### src/rtl/regfile_wb_queue.sv
// Writeback queue ahead of the register-file write port: two producers in, one retire per cycle out.
// Define REGFILE_WB_FWD_EN to correct RD1/RD2 with the youngest pending write to the same register.
module regfile_wb_queue #(
  parameter int DEPTH = 4,
  parameter int AW    = 5,
  parameter int DW    = 32
) (
  input  logic                         clk,
  input  logic                         rst,
  input  logic                         alu_valid,
  input  logic [AW-1:0]                alu_rd,
  input  logic [DW-1:0]                alu_data,
  output logic                         alu_ready,
  input  logic                         lsu_valid,
  input  logic [AW-1:0]                lsu_rd,
  input  logic [DW-1:0]                lsu_data,
  output logic                         lsu_ready,
  output logic                         WE3,
  output logic [AW-1:0]                A3,
  output logic [DW-1:0]                WD3,
  input  logic [AW-1:0]                A1,
  input  logic [AW-1:0]                A2,
  input  logic [DW-1:0]                rf_rd1,
  input  logic [DW-1:0]                rf_rd2,
  output logic [DW-1:0]                RD1,
  output logic [DW-1:0]                RD2,
  output logic [$clog2(DEPTH+1)-1:0]   pending
);

  localparam int PW = $clog2(DEPTH);
  localparam int CW = $clog2(DEPTH + 1);

  logic [PW-1:0] head_q, head_d;
  logic [PW-1:0] tail_q, tail_d;
  logic [CW-1:0] count_q, count_d;
  logic [AW-1:0] rd_q   [DEPTH];
  logic [DW-1:0] data_q [DEPTH];

  logic [CW-1:0] free;
  logic [CW-1:0] need;
  logic [PW-1:0] alu_slot;
  logic          lsu_nz, alu_nz;
  logic          lsu_push, alu_push, pop;

  // Room is judged before this cycle's retire; x0 writes are acknowledged but never take a slot.
  always_comb begin
    free      = CW'(DEPTH) - count_q;
    lsu_nz    = (lsu_rd != '0);
    alu_nz    = (alu_rd != '0);
    need      = CW'(lsu_nz) + CW'(alu_nz);
    lsu_ready = (free != '0);
    alu_ready = (free != '0) && (!lsu_valid || (free >= need));
    lsu_push  = lsu_valid && lsu_ready && lsu_nz;
    alu_push  = alu_valid && alu_ready && alu_nz;
    pop       = (count_q != '0);
    alu_slot  = tail_q + PW'(lsu_push);
    tail_d    = alu_slot + PW'(alu_push);
    head_d    = head_q + PW'(pop);
    count_d   = count_q + CW'(lsu_push) + CW'(alu_push) - CW'(pop);
  end

  always_ff @(posedge clk or negedge rst) begin
    if (!rst) begin
      head_q  <= '0;
      tail_q  <= '0;
      count_q <= '0;
    end else begin
      head_q  <= head_d;
      tail_q  <= tail_d;
      count_q <= count_d;
    end
  end

  // Payload storage needs no reset: only slots covered by count are ever observed.
  always_ff @(posedge clk) begin
    if (lsu_push) begin
      rd_q[tail_q]   <= lsu_rd;
      data_q[tail_q] <= lsu_data;
    end
    if (alu_push) begin
      rd_q[alu_slot]   <= alu_rd;
      data_q[alu_slot] <= alu_data;
    end
  end

  always_comb begin
    WE3     = pop;
    A3      = pop ? rd_q[head_q]   : '0;
    WD3     = pop ? data_q[head_q] : '0;
    pending = count_q;
  end

`ifdef REGFILE_WB_FWD_EN
  // Walk oldest to youngest so the last hit is the architecturally newest value.
  function automatic logic [DW-1:0] fwd(input logic [AW-1:0] addr, input logic [DW-1:0] raw);
    logic [DW-1:0] val;
    logic [PW-1:0] idx;
    val = raw;
    for (int i = 0; i < DEPTH; i++) begin
      idx = head_q + PW'(i);
      if ((CW'(i) < count_q) && (addr != '0) && (rd_q[idx] == addr)) begin
        val = data_q[idx];
      end
    end
    return val;
  endfunction

  always_comb begin
    RD1 = fwd(A1, rf_rd1);
    RD2 = fwd(A2, rf_rd2);
  end
`else
  logic unused_read_addr;

  always_comb begin
    RD1              = rf_rd1;
    RD2              = rf_rd2;
    unused_read_addr = ^{A1, A2};
  end
`endif

endmodule

### config.mk
export PLATFORM = sky130hd
export DESIGN_NAME = regfile_wb_queue
export DESIGN_NICKNAME = d
export VERILOG_FILES = /design/src/rtl/regfile_wb_queue.sv
export SDC_FILE = /design/constraint.sdc
export NUM_CORES = 1
export LEC_CHECK = 0
export BUFFER_PORTS_ARGS = -buffer_cell sky130_fd_sc_hd__buf_2
export CAP_MARGIN = 20
export CORE_MARGIN = 2
export CORE_UTILIZATION = 40
export CTS_BUF_LIST = sky130_fd_sc_hd__clkbuf_16
export DETAILED_ROUTE_END_ITERATION = 8
export MAX_ROUTING_LAYER = met4
export SLEW_MARGIN = 20
export SYNTH_ARGS = -nofsm -noshare
export SYNTH_HDL_FRONTEND = slang
export SYNTH_SLANG_ARGS = --single-unit
### constraint.sdc
create_clock -name clk -period 6.2 [get_ports clk]
set_input_delay 1.86 -clock clk [delete_from_list [all_inputs] [get_ports clk]]
set_output_delay 1.86 -clock clk [all_outputs]
set_load 0.02 [all_outputs]
======== Yosys cells after proc, flatten, opt, wreduce, memory -nomap -nowiden ========
Memory sizes are Yosys's and may differ from the RTL's.
Cells that the tools add are included.
word-level totals
  bits in registers ....................... 7
  memory bits (writable) .................. 148
  input port bits ......................... 152
  output and inout port bits .............. 107
  logic and storage cells ................. 31
  memories kept ........................... 2
operators by class
  add/subtract/negate cells ............... 8
  $lt $le $gt $ge ......................... 1
  muxes and demuxes ....................... 6
  reductions and logical operators ........ 11
memory list
  memory  depth  width  read ports  clocked after memory_dff  write ports  line  text
  data_q  4      32     1           0                         2            37    logic [DW-1:0] data_q [DEPTH];
  rd_q    4      5      1           0                         2            36    logic [AW-1:0] rd_q [DEPTH];
operator list
  cell                                                          count
  32-bit two-way mux                                            1
  5-bit nonzero test                                            2
  2-bit by 1-bit adder with 2-bit output                        3
  3-bit by 1-bit adder with 3-bit output                        2
  3-bit nonzero test                                            2
  1-bit logical AND                                             5
  5-bit two-way mux                                             1
  1-bit two-way mux                                             4
  3-bit by 2-bit greater-or-equal comparator with 1-bit output  1
  3-bit by 1-bit subtractor with 3-bit output                   1
  3-bit subtractor (first input constant)                       1
  1-bit by 1-bit adder with 2-bit output                        1
  1-bit zero test                                               1
  1-bit logical OR                                              1

======== Logic depth before layout (Yosys ltp) ========
  word-level depth ........................ 9
  mapped depth ............................ 12
  depth with buffers taken out ............ 12

======== Worst setup path after synthesis ========
OpenSTA, ideal clock, no wires.
  path kind ............................... input to output
  start point ............................. input port alu_rd[1]
  end point ............................... output port alu_ready
  arrival time ............................ 3.876 ns
  required time ........................... 4.340 ns
  path slack .............................. 0.464 ns
  stages on the path ...................... 7
  buffers on the path ..................... 0
  path through ............................ or4_4 or2_2 ha_1 ha_1 nand2b_1 a211oi_2 nor2_1
on the way
  word-level cells in the longest chain between the ends .. 5
ends and longest elaborated chain
  what                                                          line  text
  from (decl)                                                   11    input logic [AW-1:0] alu_rd,
  5-bit nonzero test                                            49    alu_nz = (alu_rd != '0);
  1-bit by 1-bit adder with 2-bit output                        50    need = CW'(lsu_nz) + CW'(alu_nz);
  3-bit by 2-bit greater-or-equal comparator with 1-bit output  52    alu_ready = (free != '0) && (!lsu_valid || (free >= need));
  1-bit logical OR                                              52
  1-bit logical AND                                             52
  to (decl)                                                     13    output logic alu_ready,
No other way between the ends.

======== Worst setup path after layout ========
Same ends and word-level chain as after synthesis.

==> flow_metrics.tcl <==
set metrics [dict create \
    status "finished, final reports clean" \
    tightest_slew_ps 835 \
    cp.depth 9 \
    synthSimpleGateAreaFrac 0.0378 \
    grt_pass1_vias 5092 \
    skew_ps 8.62 \
    vias 4632 \
    max_freq_mhz 166 \
    critPathMaxFanout 5 \
    ir_drop_mv 0.256 \
    synth_async_sr_flop_share 0.0452 \
    endpoint_kind "primary output" \
    synth_enable_flop_cells 148 \
    syn_area_mm2 0.00877 \
    reg2regPathDepth 11 \
    dp_cells 852 \
    cpMaxStageDelayCell "or4_4" \
    dpl.hpwl_um 12200 \
    antenna_found_initial 4 \
    ys.flop_type "edfxtp_1" \
    cts_resized 0 \
    utilization 0.453 \
    synth_cells 528 \
    ys_top_cells_by_area "edfxtp_1, mux2_4, mux4_2" \
    cts_htree_levels 4 \
    ys_seq_elements 155 \
    final_antenna_net_count 0 \
    cts_hold_buf 0 \
    synth_nets 692 \
    post-synth-top-area-fraction 0.507 \
    start_kind "input pin" \
    timing.critical_path.arrival_ps 4150 \
    synth_mux_area_frac 0.318 \
    dr.max_layer_used "met4" \
    synth.most_common_cell "edfxtp_1" \
    total_power_mw 5.55 \
    worst-setup-path-type "in2out" \
    hp-class "reg2reg" \
    synthAdderAreaFrac 0.0188 \
    timing.rr.start "pending[1]$_DFF_PN0_" \
    crit_path_start "alu_rd[1]" \
    grt_overflow_total 0 \
    die_area_mm2 0.0231 \
    grt_pass1_wl_um 29700 \
    cp_top_family "simple AND/OR/NAND/NOR gates" \
    finalSetupViolations 0 \
    drv_slew 0 \
    drc_errors 0 \
    pwr_density_cell_mw_per_mm2 564 \
    path_clk_slew_ps 60 \
    cts_sinks 155 \
    fin_crit_sh 0.969 \
    ys_warn_count 0 \
    worstPathBufferInverterCount 2 \
    routed_wl_um 19300 \
    wl_met3_um 1110 \
    die_h_um 152 \
    wl_per_cell_um 21.8 \
    num-nets-final 755 \
    die_w_um 152 \
    track_usage 0.175 \
    slew_headroom 0.443 \
    clk_path_buf_depth 2 \
    synth_xor_area_frac 0.00599 \
    synth-seq-area-share 0.527 \
    detail_route.vias_per_cell 5.22 \
    drtIter0Drc 225 \
    drive_above_1_share 0.604 \
    gp_congestion 0.766 \
    post_cts_buffers 0 \
    finalHoldViolations 0 \
    maxCapViolCount 0 \
    synth_compound_area_frac 0.00885 \
    rsz0062_at_grt "false" \
    wl_met2_um 9410 \
    leakage_nw 3.70 \
    port_buffers 120 \
    syn_avg_cell_area_um2 16.6 \
    cts_tree "done" \
    crit_end "alu_ready" \
    critPathMaxStageDelay_ps 580 \
    fin_hold_ws_ps 643 \
    instances_no_fill 888 \
    synth_cell_types 31 \
    synth_common_cells "edfxtp_1, mux2_4, mux2_2" \
    timing.rr.end "data_q[0][15]$_DFFE_PP_" \
    rows 54 \
    setup_tns_ps 0 \
    min_period_ps 6010 \
    cts_inserted_buffers 17 \
    clock_latency_ps 420 \
    met1Wirelength_um 8470 \
    grt_max_degree 38 \
    timing.reg2reg.setup_slack_ps 2560 \
    firstDrtPassIters 4 \
    pin_count 259 \
    root_buffer "clkbuf_16" \
    cp_cell_sequence "buf_2 -> or4_4 -> or2_2 -> ha_1 -> ha_1 -> nand2b_1 -> a211oi_2 -> nor2_1 -> buf_2" \
    synth_top_family_by_area "multiplexers" \
    synth_area_leader_cell "edfxtp_1" \
    critical_path_required_ps 4340 \
    core_mm2 0.0217 \
    start_util 0.404 \
    synthToLayoutAreaGrowth_pct 12.1 \
]
worst min-delay path, stage by stage, from the launching register on:
cell and delay (ps):
dfrtp_1 390, xor2_1 90, xnor2_1 120
stage by stage:
stage / worst slack (ps) / cell area, um2
6_report: 190 / 9830
5_1_grt: 81.2 / 9830
4_1_cts: 186 / 9820
3_5_place_dp: 198 / 9230
3_3_place_gp: 269 / 9210
2_1_floorplan: 464 / 8770
layout make-up:
type                       instances  area (um2)
clock inverter                    15         163
timing repair buffer             138         773
antenna                            4        10.0
clock buffer                      17         425
sequential                       155        4620
multi-input combinational        268        3440
inverter                          11        41.3
tap                              280         350
fill                            1903       11900
metal layers:
| layer | GRT usage | vias up |
|---|---|---|
| met4 | 0.0503 | 0 |
| met3 | 0.0505 | 47 |
| met5 | - | - |
| li1 | - | 2080 |
| met2 | 0.284 | 151 |
| met1 | 0.216 | 2354 |
power by group:
part	switching (mW)	leakage [nW]	internal, mW
Sequential	0.164	1.45	1.74
Clock	0.410	0.296	0.627
Combinational	1.41	1.95	1.19
Total	1.99	3.70	3.56
worst min path at each step:
stage | from | to | slack (ps) | cells after the start
2_1_floorplan | head_q[0]$_DFF_PN0_ | head_q[0]$_DFF_PN0_ | 470 | 1
3_5_place_dp | pending[1]$_DFF_PN0_ | pending[2]$_DFF_PN0_ | 640 | 2
4_1_cts | pending[1]$_DFF_PN0_ | pending[2]$_DFF_PN0_ | 650 | 2
6_report | pending[1]$_DFF_PN0_ | pending[2]$_DFF_PN0_ | 640 | 2
5_1_grt | pending[1]$_DFF_PN0_ | pending[2]$_DFF_PN0_ | 690 | 2
3_3_place_gp | pending[1]$_DFF_PN0_ | pending[2]$_DFF_PN0_ | 600 | 2
flip-flops by register name, indices dropped and copies added (netlist names):
signal,count
tail_q,2
data_q,128
pending,3
head_q,2
rd_q,20
cell families after synthesis:
family	after synthesis
AO/OA/AOI/OAI	9
XOR/XNOR	6
adder cells (fa/ha/maj)	12
buffers and inverters	105
flip-flops	155
multiplexers	185
AND/OR/NAND/NOR	56
placed cells by master (no fill, tap or decap), types with 3 or more instances in the layout:
cell type	count
clkinv_4	3
mux2_2	72
buf_2	120
ha_1	10
dfrtp_1	5
and2_1	37
nor3_2	4
mux4_2	37
nor2_1	3
buf_4	15
clkinv_2	4
diode_2	4
inv_1	14
xnor2_1	3
nand2_1	3
buf_12	3
mux2_4	76
bufinv_16	3
edfxtp_1	148
clkbuf_16	17
xor2_1	3
(Power assumes the default switching activity.)
